===== src/rtl/lab5_queue_pkg.sv =====
// Shared types and constants for the switch-panel FIFO and its display.
// Pure declarations: no logic, no latency, no flow control.
package lab5_pkg;

   localparam int DEF_DATA_W = 6;
   localparam int DEF_DEPTH  = 16;

   // Encoding mirrors sw[7:6] on the front panel
   typedef enum logic [1:0] {
      OP_NONE = 2'b00,
      OP_DEQ  = 2'b01,
      OP_ENQ  = 2'b10,
      OP_BAD  = 2'b11
   } op_e;

   // Active-low segments, bit order {g,f,e,d,c,b,a}
   localparam logic [6:0] SEG_0     = 7'b1000000;
   localparam logic [6:0] SEG_1     = 7'b1111001;
   localparam logic [6:0] SEG_2     = 7'b0100100;
   localparam logic [6:0] SEG_3     = 7'b0110000;
   localparam logic [6:0] SEG_4     = 7'b0011001;
   localparam logic [6:0] SEG_5     = 7'b0010010;
   localparam logic [6:0] SEG_6     = 7'b0000010;
   localparam logic [6:0] SEG_7     = 7'b1111000;
   localparam logic [6:0] SEG_8     = 7'b0000000;
   localparam logic [6:0] SEG_9     = 7'b0010000;
   localparam logic [6:0] SEG_BLANK = 7'b1111111;

endpackage


===== src/rtl/lab5_queue_if.sv =====
// Front-panel bundle of the queue: switches, button, two digits and status.
// Wiring only; the panel side is master, the queue is slave.
interface lab5_queue_if
   import lab5_pkg::*;
#(
   parameter int DATA_W = DEF_DATA_W,
   parameter int DEPTH  = DEF_DEPTH
);
   logic [DATA_W+1:0]       sw;
   logic                    do_op;
   logic [6:0]              seg0;
   logic [6:0]              seg1;
   logic [$clog2(DEPTH):0]  count;
   logic                    full;
   logic                    empty;
   logic                    err;

   modport master (
      output sw, do_op,
      input  seg0, seg1, count, full, empty, err
   );

   modport slave (
      input  sw, do_op,
      output seg0, seg1, count, full, empty, err
   );
endinterface


===== src/rtl/lab5_queue_seg7_digit.sv =====
// One decimal digit to active-low 7-segment pattern; inputs 10..15 blank.
// Purely combinational, no flow control.
module seg7_digit
   import lab5_pkg::*;
(
   input  logic [3:0] bin,
   output logic [6:0] seg
);

   always_comb begin
      seg = SEG_BLANK;
      case (bin)
         4'd0:    seg = SEG_0;
         4'd1:    seg = SEG_1;
         4'd2:    seg = SEG_2;
         4'd3:    seg = SEG_3;
         4'd4:    seg = SEG_4;
         4'd5:    seg = SEG_5;
         4'd6:    seg = SEG_6;
         4'd7:    seg = SEG_7;
         4'd8:    seg = SEG_8;
         4'd9:    seg = SEG_9;
         default: seg = SEG_BLANK;
      endcase
   end

endmodule


===== src/rtl/lab5_queue.sv =====
// Button-driven FIFO showing its head in decimal; a press commits SYNC_STAGES edges
// after do_op is first sampled low. No backpressure: overflow/underflow set sticky err.
module lab5_queue
   import lab5_pkg::*;
#(
   parameter int DATA_W      = DEF_DATA_W,
   parameter int DEPTH       = DEF_DEPTH,
   parameter int SYNC_STAGES = 2
) (
   input  logic         clk,
   input  logic         rst,
   lab5_queue_if.slave  qif
);

   localparam int PTR_W = $clog2(DEPTH);
   localparam int CNT_W = PTR_W + 1;

   logic [SYNC_STAGES-1:0] sync_q;
   logic                   do_sync;
   logic                   do_prev;
   logic                   op_pulse;

   logic [DATA_W-1:0]      mem [DEPTH];
   logic [PTR_W-1:0]       rd_ptr;
   logic [PTR_W-1:0]       wr_ptr;
   logic [CNT_W-1:0]       cnt;
   logic                   err_q;

   op_e                    op;
   logic                   do_enq;
   logic                   do_deq;
   logic                   set_err;
   logic                   full_w;
   logic                   empty_w;

   logic [DATA_W-1:0]      head;
   logic [3:0]             ones;
   logic [3:0]             tens;

   assign do_sync  = sync_q[SYNC_STAGES-1];
   assign op_pulse = do_prev & ~do_sync;
   assign full_w   = (cnt == CNT_W'(DEPTH));
   assign empty_w  = (cnt == '0);

   // Idle level is 1 so leaving reset with the button up cannot fake a press
   always_ff @(posedge clk) begin
      if (rst) begin
         sync_q  <= '1;
         do_prev <= 1'b1;
      end else begin
         sync_q  <= {sync_q[SYNC_STAGES-2:0], qif.do_op};
         do_prev <= do_sync;
      end
   end

   always_comb begin
      op      = op_e'(qif.sw[DATA_W+1:DATA_W]);
      do_enq  = 1'b0;
      do_deq  = 1'b0;
      set_err = 1'b0;
      if (op_pulse) begin
         case (op)
            OP_ENQ: begin
               if (full_w) set_err = 1'b1;
               else        do_enq  = 1'b1;
            end
            OP_DEQ: begin
               if (empty_w) set_err = 1'b1;
               else         do_deq  = 1'b1;
            end
            default: begin
               do_enq = 1'b0;
            end
         endcase
      end
   end

   // Vacated slots are zeroed so stale data never lingers in storage
   always_ff @(posedge clk) begin
      if (rst) begin
         for (int i = 0; i < DEPTH; i++) mem[i] <= '0;
         rd_ptr <= '0;
         wr_ptr <= '0;
         cnt    <= '0;
         err_q  <= 1'b0;
      end else begin
         if (do_enq) begin
            mem[wr_ptr] <= qif.sw[DATA_W-1:0];
            wr_ptr      <= wr_ptr + PTR_W'(1);
            cnt         <= cnt + CNT_W'(1);
         end
         if (do_deq) begin
            mem[rd_ptr] <= '0;
            rd_ptr      <= rd_ptr + PTR_W'(1);
            cnt         <= cnt - CNT_W'(1);
         end
         if (set_err) err_q <= 1'b1;
      end
   end

   assign head = empty_w ? '0 : mem[rd_ptr];
   assign ones = 4'(head % DATA_W'(10));
   assign tens = 4'(head / DATA_W'(10));

   seg7_digit u_ones (
      .bin (ones),
      .seg (qif.seg0)
   );

   seg7_digit u_tens (
      .bin (tens),
      .seg (qif.seg1)
   );

   assign qif.count = cnt;
   assign qif.full  = full_w;
   assign qif.empty = empty_w;
   assign qif.err   = err_q;

endmodule


===== src/flat_wrapper.sv =====
// flat-port wrapper written by rule: the top's interface ports become plain ports
module lab5_queue_flat import lab5_pkg::*;
#(
   parameter int DATA_W      = DEF_DATA_W,
   parameter int DEPTH       = DEF_DEPTH,
   parameter int SYNC_STAGES = 2
)
  (clk, rst, qif_sw, qif_do_op, qif_seg0, qif_seg1, qif_count, qif_full, qif_empty, qif_err);
  lab5_queue_if #(.DATA_W(DATA_W), .DEPTH(DEPTH)) qif_i ();
  input  logic clk;
  input  logic rst;
  input wire logic [$bits(qif_i.sw)-1:0] qif_sw;
  input wire logic [$bits(qif_i.do_op)-1:0] qif_do_op;
  output wire logic [$bits(qif_i.seg0)-1:0] qif_seg0;
  output wire logic [$bits(qif_i.seg1)-1:0] qif_seg1;
  output wire logic [$bits(qif_i.count)-1:0] qif_count;
  output wire logic [$bits(qif_i.full)-1:0] qif_full;
  output wire logic [$bits(qif_i.empty)-1:0] qif_empty;
  output wire logic [$bits(qif_i.err)-1:0] qif_err;
  assign qif_i.sw = qif_sw;
  assign qif_i.do_op = qif_do_op;
  assign qif_seg0 = qif_i.seg0;
  assign qif_seg1 = qif_i.seg1;
  assign qif_count = qif_i.count;
  assign qif_full = qif_i.full;
  assign qif_empty = qif_i.empty;
  assign qif_err = qif_i.err;
  lab5_queue #(.DATA_W(DATA_W), .DEPTH(DEPTH), .SYNC_STAGES(SYNC_STAGES)) u_core (.clk(clk), .rst(rst), .qif(qif_i));
endmodule

===== config.mk =====
export PLATFORM = sky130hd
export DESIGN_NAME = lab5_queue_flat
export DESIGN_NICKNAME = d
export VERILOG_FILES = /design/src/rtl/lab5_queue_pkg.sv /design/src/rtl/lab5_queue_if.sv /design/src/rtl/lab5_queue_seg7_digit.sv /design/src/rtl/lab5_queue.sv /design/src/flat_wrapper.sv
export SDC_FILE = /design/constraint.sdc
export NUM_CORES = 1
export LEC_CHECK = 0
export ABC_AREA = 1
export ABC_CLOCK_PERIOD_IN_PS = 2800
export CAP_MARGIN = 20
export CORE_ASPECT_RATIO = 0.6
export CORE_UTILIZATION = 50
export DETAILED_ROUTE_END_ITERATION = 12
export PLACE_DENSITY = 0.71
export RECOVER_POWER = 100
export SYNTH_ARGS = -nofsm -noshare
export SYNTH_HDL_FRONTEND = slang
export SYNTH_HIERARCHICAL = 1
export SYNTH_SLANG_ARGS = --single-unit

===== constraint.sdc =====
create_clock -name clk -period 2.8 [get_ports clk]
set_clock_uncertainty 0.1 [all_clocks]
set_input_delay 0.42 -clock clk [delete_from_list [all_inputs] [get_ports clk]]
set_output_delay 0.42 -clock clk [all_outputs]
set_load 0.03 [all_outputs]

# Word level (Yosys, flattened, before mapping)
# Memory sizes are Yosys's and may differ from the RTL's. A register that Yosys moved wholly into a read port is not among the register bits.
# Cells that the tools add are included.
word_totals:
  reg_bits: 17
  ram_bits: 96
  rom_bits: 224
  output_inout_bits: 22
  word_cells: 53
  memories: 3
memory_table:
  columns: ["name", "words", "width", "read_ports", "rd_ports_with_merged_regs", "wr", "line", "source"]
  rows:
  - ["(no name shown)", 16, 7, 1, 0, 0, "lab5_queue_seg7_digit.sv:12", "case (bin)"]
  - ["(no name shown)", 16, 7, 1, 0, 0, "lab5_queue_seg7_digit.sv:12", null]
  - ["u_core.mem", 16, 6, 1, 1, 16, "lab5_queue.sv:23", "logic [DATA_W-1:0] mem [DEPTH];"]
op_classes:
  add_sub_neg: 4
  div: 2
  n_eq_ne: 3
  n_mux: 29
  bitwise: 2
  n_reduce_logical: 4
op_table:
  columns: ["op", "n"]
  rows:
  - ["$mux 1", 19]
  - ["$mux 6", 3]
  - ["$mux 4", 4]
  - ["$reduce_or 6->1", 2]
  - ["$mux 5", 2]
  - ["$add 4x1->4 const B", 2]
  - ["$div 6x4->6 const B", 1]
  - ["$mod 6x4->6 const B", 1]
  - ["$add 5x1->5 const B", 1]
  - ["$eq 5x5->1 const B", 1]
  - ["$logic_not 5->1", 1]
  - ["$sub 5x1->5 const B", 1]
  - ["$eq 2x1->1 const B", 1]
  - ["$eq 2x2->1 const B", 1]
  - ["$pmux 1 s2", 1]
  - ["$reduce_bool 2->1", 1]
  - ["$and 1x1->1", 1]
  - ["$not 1->1", 1]

# Longest topological paths before layout
# Gate-level depths: netlist of the first run.
logic_depth:
  depth_word: 10
  mapped_depth: 25

# Cells and area by module
# Netlist of the first run, hierarchy kept.
by_module_without_submodules:
  columns: ["mod", "n_inst", "cells_per_inst", "area_per_inst_um2", "seq_area_each_um2"]
  rows:
  - ["lab5_queue", 1, 644, 5764.3, 3303.2]
  - ["seg7_digit", 2, 35, 187.7, 0.0]

# Worst setup path after synthesis of the first run
# OpenSTA, ideal clock, no wires.
synth_timing:
  path_kind: "flip-flop to output port"
  from: "register u_core.cnt[2], in the netlist u_core/qif.count[2]"
  to: "output port qif_seg0[3]"
  arrival_time_ns: 2.731
  required_ns: 2.280
  setup_slack_ns: -0.451
  path_stages_with_launch: 20
  path_cell_list: "dfxtp_1 nor2_1 nand3_2 nor2_4 inv_2 nand2_1 nand2_2 nor2_1 o21bai_2 nand2_1 nand2_1 nand2_2 nand2_2 nand2_1 nand2_1 inv_1 ha_1 nand2_1 nand3_1 nand2_1"
synth_between:
  elab_chain_cells: 4
synth_rtl:
  columns: ["element", "line", "source"]
  rows:
  - ["start: declaration", "lab5_queue.sv:26", "logic [CNT_W-1:0] cnt;"]
  - ["start signal: assignment", "lab5_queue.sv:90", "cnt <= cnt + CNT_W'(1);"]
  - ["start signal: assignment", "lab5_queue.sv:95", "cnt <= cnt - CNT_W'(1);"]
  - ["$logic_not 5->1", "lab5_queue.sv:43", "assign empty_w = (cnt == '0);"]
  - ["net qif_empty", "flat_wrapper.sv:18", "output wire logic [$bits(qif_i.empty)-1:0] qif_empty;"]
  - ["$mux 6", "lab5_queue.sv:101", "assign head = empty_w ? '0 : mem[rd_ptr];"]
  - ["$mod 6x4->6", "lab5_queue.sv:102", "assign ones = 4'(head % DATA_W'(10));"]
  - ["net u_core.ones[1]", "lab5_queue.sv:37", "logic [3:0] ones;"]
  - ["$mem_v2 16x7", null, null]
  - ["end: declaration", "flat_wrapper.sv:14", "output wire logic [$bits(qif_i.seg0)-1:0] qif_seg0;"]
# The timed path passes the listed nets, and every way through them passes these cells.

==> results of run 1 <==
## where the power goes
group,switching [mW],internal (mW)
combinational,0.474,0.323
sequential,0.0258,1.93
clock,0.861,1.51
total,1.36,3.76
## critical path, stage by stage (launching register included)
cell	delay, ns
dfxtp_4	0.43
buf_6	0.12
buf_12	0.14
nand2_2	0.07
nand3_2	0.08
nand3_2	0.06
nand2_2	0.10
nand2_4	0.08
buf_6	0.14
a21oi_4	0.21
buf_6	0.14
nand2_4	0.05
nand2_4	0.08
nor2_4	0.06
o21ai_4	0.25
nand3_2	0.16
nand2_4	0.13
inv_4	0.05
ha_1	0.18
inv_1	0.07
nand2_2	0.07
nand3_2	0.09
nand2_2	0.06
buf_6	0.13
## timing repair
action | CTS | global route
endpoints found under the setup margin | 14 | 69
gates resized for setup | 54 | 123
setup buffers | 13 | 17
pin swaps | 19 | 41
gates cloned | 1 | 3
## logic make-up (layout without fill, tap and decap cells)
logic type / after synthesis / after routing / share of synthesized area (%)
AOI/OAI and AO/OA: 81 / 81 / 7.91
buffers and inverters: 105 / 272 / 7.13
other: 1 / 3 / 0.0611
xor gates and xnor gates: 2 / 2 / 0.285
and+or+nand+nor: 389 / 389 / 26.8
DFF: 117 / 117 / 53.8
adders and majority gates: 19 / 19 / 3.99
## cell type report
class / count / area, µm²
Tap cell: 160 / 200
Sequential cell: 117 / 3320
Clock buffer: 17 / 425
Multi-Input combinational cell: 494 / 3130
Inverter: 79 / 337
Timing Repair Buffer: 161 / 1590
Fill cell: 647 / 2420
Clock inverter: 15 / 216
## worst paths after layout
kind | end | slack, ns | depth (start not counted)
max | qif_seg0[3] | -1.11 | 23
min | u_core/sync_q[1] | 0.31 | 1
max reg2reg | u_core/mem[11][4] | 0.10 | 15
min reg2reg | u_core/sync_q[1] | 0.31 | 1
## stage by stage
step                hold WS (ns)  utilization [%]
floorplan                  0.289                -
global placement           0.292             64.7
detailed placement         0.294             64.7
CTS                        0.309             73.2
global route               0.348             79.2
finish                     0.313             79.2
## per-layer routing
layer | vias to the layer above | part of all wire, % | global-route usage, %
li1 | 2677 | - | -
met1 | 2838 | 39 | 41.3
met2 | 486 | 44 | 48.0
met3 | 95 | 14 | 8.96
met4 | 0 | 3.4 | 10.0
met5 | - | 0 | 0
## flip-flops by register name, summed over array words and instances, names as in the netlist, named ones only
name,flops
u_core/do_prev,1
u_core/qif.count,5
u_core/wr_ptr,4
u_core/qif.err,1
u_core/rd_ptr,4
u_core/mem,96
u_core/sync_q,2
## placed cells by master (no fill, tap or decap), types with 7 or more instances in the layout
master           Yosys  layout
nand2_4              1      27
edfxtp_1            96      96
buf_6                3      29
ha_1                18      11
clkbuf_16            0      20
a21oi_1             17      15
clkdlybuf4s50_1      0      16
buf_12               0      12
o21ai_1              2       8
nand2_2              7      39
o21ai_0             35      28
inv_2                5       7
nand3_1             60      20
nand2_1            166     105
buf_4                2      92
nor2_1             137     135
inv_1               73      64
dfxtp_1             21      15
nand3_2              1      36
==> impl_metrics.env, run 1 <==
export IMPL_status="finished, violations left"
export IMPL_violations="setup timing"
export IMPL_worst_setup_path_end_kind="primary output"
export IMPL_coreArea_mm2=0.0116
export IMPL_yosysSeqAreaShare_pct=53.8
export IMPL_ys_top_cells_by_area="edfxtp_1 47%, nand2_1 10%, nor2_1 8.4%, dfxtp_1 6.8%, nand3_1 4.9%"
export IMPL_hp_class="reg -> reg"
export IMPL_chipHeight_um=87.8
export IMPL_netlist_area_leader_share_pct=47.0
export IMPL_drtPass1Iterations=9
export IMPL_synth_top_cells_by_count="166 x nand2_1, 137 x nor2_1, 96 x edfxtp_1"
export IMPL_dr_first_iter_drc_count=944
export IMPL_htreeDepth=4
export IMPL_die_area_mm2=0.0127
export IMPL_place_port_buffers=32
export IMPL_worstPathArrival_ns=3.39
export IMPL_routabilityCongestion=0.927
export IMPL_path_max_fanout=8
export IMPL_cp_required_ns=2.28
export IMPL_via_per_inst=5.84
export IMPL_dp_cells=977
export IMPL_place_area_mm2=0.00753
export IMPL_leakagePower_nw=4.08
export IMPL_rr_startpoint="u_core/qif.count[3]"
export IMPL_diodes=0
export IMPL_maxCapViolCount=0
export IMPL_drc_errors=0
export IMPL_dp_slack_ns=-0.574
export IMPL_rows=30
export IMPL_ys_types=41
export IMPL_antenna_found_initial=0
export IMPL_root_buffer="clkbuf_16"
export IMPL_vias=6096
export IMPL_syn_avg_cell_area_um2=8.60
export IMPL_maxSlewViolCount=0
export IMPL_grt_overflow=0
export IMPL_ir_drop_uv=505
export IMPL_fmax_mhz=256
export IMPL_fin_crit_sh_pct=140
export IMPL_critical_path_startpoint_type="register"
export IMPL_slew_headroom_pct=8.17
export IMPL_nets=900
export IMPL_yosysTopAreaCell="edfxtp_1"
export IMPL_totalNegativeSetupSlack_ns=-19.72
export IMPL_async_flop_share_pct=0
export IMPL_grt_usage_pct=30.6
export IMPL_p_total_mw=5.12
export IMPL_cts_made_buffers=17
export IMPL_worst_slack_ns=-1.11
export IMPL_synth_cell_area_mm2=0.00614
export IMPL_syn_to_final_growth_pct=50.1
export IMPL_ys_flop_type="edfxtp_1"
export IMPL_postSynthCellCount=714
export IMPL_hold_violations=0
export IMPL_powerDensity_mw_per_mm2=556
export IMPL_postCtsHoldBufs=0
export IMPL_design_area_mm2=0.00922
export IMPL_worstSkewPairLatency_ns=0.42
export IMPL_clk_pin_slew_ns=0.06
export IMPL_grt_pass1_vias=5454
export IMPL_wl_mm=21.1
export IMPL_cts_max_path_buffers=2
export IMPL_tightest_slew_ns=1.38
export IMPL_rsz0062_at_grt="yes"
export IMPL_hold_start="u_core/sync_q[0]"
export IMPL_hpwl_mm=12.7
export IMPL_start_util_pct=52.8
export IMPL_yosys_warnings=6
export IMPL_setup_viol=104
export IMPL_synth_edf_count=96
export IMPL_grt_pass1_wl_mm=29.0
export IMPL_postRouteAntennaNets=0
export IMPL_ys_ff_latch=117
export IMPL_layout_drive_gt1_share_pct=38.1
export IMPL_fp_dieW_um=145
export IMPL_grt_max_degree=25
export IMPL_cts_tree="built"
export IMPL_worstSetupPathType="reg -> out"
export IMPL_clock_sinks=117
export IMPL_pin_count=33
export IMPL_stdcell_count=1043
export IMPL_fin_crit_ns=3.91
export IMPL_wl_per_cell_um=20.2
export IMPL_synth_most_common_cell="nand2_1"
No activity file was read; power rests on OpenSTA's default activity.
==> run 2, diff against run 1 <==
--- a/config.mk
+++ b/config.mk
@@ -5,7 +5,6 @@
 export SDC_FILE = /design/constraint.sdc
 export NUM_CORES = 1
 export LEC_CHECK = 0
-export ABC_AREA = 1
 export ABC_CLOCK_PERIOD_IN_PS = 2800
 export CAP_MARGIN = 20
 export CORE_ASPECT_RATIO = 0.6
==> run 2 against run 1 <==
Against the previous run:
- the flow finishes with violations (capacitance limit, slew limit, setup timing)
- die area down 1.7%
- global-route usage decreased by 0.80 points
- combinational power is 62% lower
- synthesized area is 1.8% lower
- final area fell by 6.7%
- first-iteration DRC count is 56% lower
- synthesized cell count down 26%
==> impl_metrics.env, run 2 <==
export IMPL_status="finished, violations left"
export IMPL_violations="capacitance limit, slew limit, setup timing"
export IMPL_layout_drive_gt1_share_pct=42.1
export IMPL_worst_slack_ns=-1.77
export IMPL_grt_pass1_vias=4640
export IMPL_synth_most_common_cell="nor2_1"
export IMPL_largest_reg_flops=96
export IMPL_place_port_buffers=32
export IMPL_cts_max_path_buffers=2
export IMPL_crit_buf_inv=3
export IMPL_clock_sinks=117
export IMPL_p_total_mw=4.70
export IMPL_grt_pass1_wl_mm=26.1
export IMPL_syn_avg_cell_area_um2=11.5
export IMPL_hp_class="reg -> reg"
export IMPL_cpPeakStageDelay_ns=0.54
export IMPL_ys_types=53
export IMPL_wl_mm=17.7
export IMPL_postRouteAntennaNets=0
export IMPL_routabilityCongestion=0.882
export IMPL_clk_pin_slew_ns=0.05
export IMPL_start_util_pct=52.3
export IMPL_synth_top_cells_by_count="129 x nor2_1, 96 x edfxtp_1, 40 x nand2_1"
export IMPL_worstPathArrival_ns=4.05
export IMPL_cts_tree="built"
export IMPL_cts_made_buffers=17
export IMPL_diodes=0
export IMPL_worstSkewPairLatency_ns=0.42
export IMPL_yosysSeqAreaShare_pct=54.8
export IMPL_yosys_warnings=6
export IMPL_fin_crit_sh_pct=163
export IMPL_slew_headroom_pct=-9.57
export IMPL_syn_to_final_growth_pct=42.5
export IMPL_fin_crit_ns=4.57
export IMPL_cp_required_ns=2.28
export IMPL_nets=692
export IMPL_critical_path_startpoint_type="register"
export IMPL_hpwl_mm=11.7
export IMPL_maxSlewViolCount=37
export IMPL_ys_top_cells_by_area="edfxtp_1 48%, mux4_2 8.6%, nor2_1 8.0%, dfxtp_1 7.0%, ha_1 3.7%"
export IMPL_coreArea_mm2=0.0115
export IMPL_async_flop_share_pct=0
export IMPL_drtPass1Iterations=8
export IMPL_ys_ff_latch=117
export IMPL_antenna_found_initial=0
export IMPL_critical_path_top_delay_family="compound AO/OA/AOI/OAI gates"
export IMPL_htreeDepth=4
export IMPL_grt_max_degree=37
export IMPL_netlist_area_leader_share_pct=47.8
export IMPL_regMostFlops="u_core/mem"
export IMPL_worstSetupPathType="reg -> out"
export IMPL_yosysTopAreaCell="edfxtp_1"
export IMPL_drc_errors=0
export IMPL_chipHeight_um=87.1
export IMPL_postSynthCellCount=525
export IMPL_vias=4825
export IMPL_pin_count=33
export IMPL_postCtsHoldBufs=0
export IMPL_root_buffer="clkbuf_16"
export IMPL_powerDensity_mw_per_mm2=546
export IMPL_tightest_slew_ns=1.64
export IMPL_leakagePower_nw=3.38
export IMPL_rsz0062_at_grt="yes"
export IMPL_maxCapViolCount=1
export IMPL_setup_viol=208
export IMPL_ir_drop_uv=549
export IMPL_grt_overflow=0
export IMPL_grt_usage_pct=29.8
export IMPL_fp_dieW_um=144
export IMPL_layout_commonest_cell="nor2_1"
export IMPL_rows=30
export IMPL_dp_cells=788
export IMPL_synth_cell_area_mm2=0.00603
export IMPL_crit_chain="mux4_2 -> o21a_1 -> a22o_1 -> or4_4 -> xor2_1 -> mux2i_1 -> ha_2 -> inv_2 -> o221ai_2 -> o221a_1 -> or2b_4 -> a21oi_4 -> buf_4 -> nor2_4 -> buf_6"
export IMPL_synth_edf_count=96
export IMPL_dr_first_iter_drc_count=412
export IMPL_fmax_mhz=219
export IMPL_via_per_inst=5.78
export IMPL_critPathSlowestCell="mux4_2"
export IMPL_worst_setup_path_end_kind="primary output"
export IMPL_stdcell_count=835
export IMPL_wl_per_cell_um=21.2
export IMPL_hold_violations=0
export IMPL_path_max_fanout=3
export IMPL_totalNegativeSetupSlack_ns=-56.33
export IMPL_ys_flop_type="edfxtp_1"
export IMPL_die_area_mm2=0.0125
export IMPL_final_cell_mix="114 x nor2_1, 96 x edfxtp_1, 86 x buf_4"
## run 2: worst paths after layout
path | start | endpoint | slack, ns | cells after the start
worst min-delay path | u_core/qif.err | u_core/qif.err | 0.37 | 2
worst min register to register | u_core/qif.err | u_core/qif.err | 0.37 | 2
worst max-delay path | u_core/mem[15][3] | qif_seg0[0] | -1.77 | 15
worst max register to register | u_core/qif.count[1] | u_core/qif.count[4] | -0.30 | 12
## run 2: power breakdown
group	total, mW	switching, mW	internal [mW]
Clock	2.43	0.840	1.59
Combinational	0.303	0.168	0.135
Sequential	1.96	0.0299	1.93
## run 2: layer usage
| metal | global-route usage, % | routed length, µm | up-vias |
|---|---|---|---|
| met5 | 0 | 0 | - |
| met4 | 10.3 | 269 | 0 |
| met3 | 10.8 | 2190 | 28 |
| met2 | 42.9 | 7890 | 304 |
| met1 | 41.6 | 7350 | 2346 |
| li1 | - | - | 2147 |
## run 2: stage by stage
stage	instance area [µm²]	hold slack [ns]	utilization, %	setup slack, ns
2_1_floorplan	6340	0.289	-	-1.08
3_3_place_gp	7450	0.333	64.7	-1.54
3_5_place_dp	7450	0.341	64.7	-1.66
4_1_cts	8220	0.366	71.3	-1.78
5_1_grt	8590	0.378	74.6	-1.83
6_report	8590	0.367	74.6	-1.77
## run 2: area by class of cell
cell class / count / area (µm²)
Sequential cell: 117 / 3310
Timing Repair Buffer: 141 / 1270
Tap cell: 160 / 200
Multi-Input combinational cell: 369 / 3090
Clock inverter: 14 / 223
Fill cell: 704 / 2930
Inverter: 16 / 65.1
Clock buffer: 18 / 429
## run 2: worst reg2reg max path, cell delays in order (launching register included)
cell and delay, ns:
dfxtp_2 0.33, buf_6 0.12, or4_4 0.51, o211ai_1 0.35, clkinv_1 0.21, buf_4 0.18
ha_4 0.20, nor2b_1 0.13, o21a_1 0.21, o211ai_1 0.21, o31ai_2 0.13, xnor2_2 0.14
nor2_1 0.06
## run 2: kinds of logic after synthesis
kind of cell,Yosys count,synth area share (%)
AND/OR/NAND/NOR,235,17.5
XOR/XNOR,10,1.45
buffers and inverters,40,3.38
other,1,0.0622
AO/OA/AOI/OAI,63,7.03
flip-flops,117,54.8
multiplexers,40,11.7
adder cells (fa/ha/maj),19,4.07
## run 2: repair_timing
| item | CTS | global route |
|---|---|---|
| gates resized for setup | 51 | 77 |
| pin swaps | 9 | 15 |
| setup endpoints to repair | 39 | 204 |
| setup buffers | 5 | 10 |
| hold endpoints to repair | 0 | 0 |
| gates cloned | 0 | 1 |
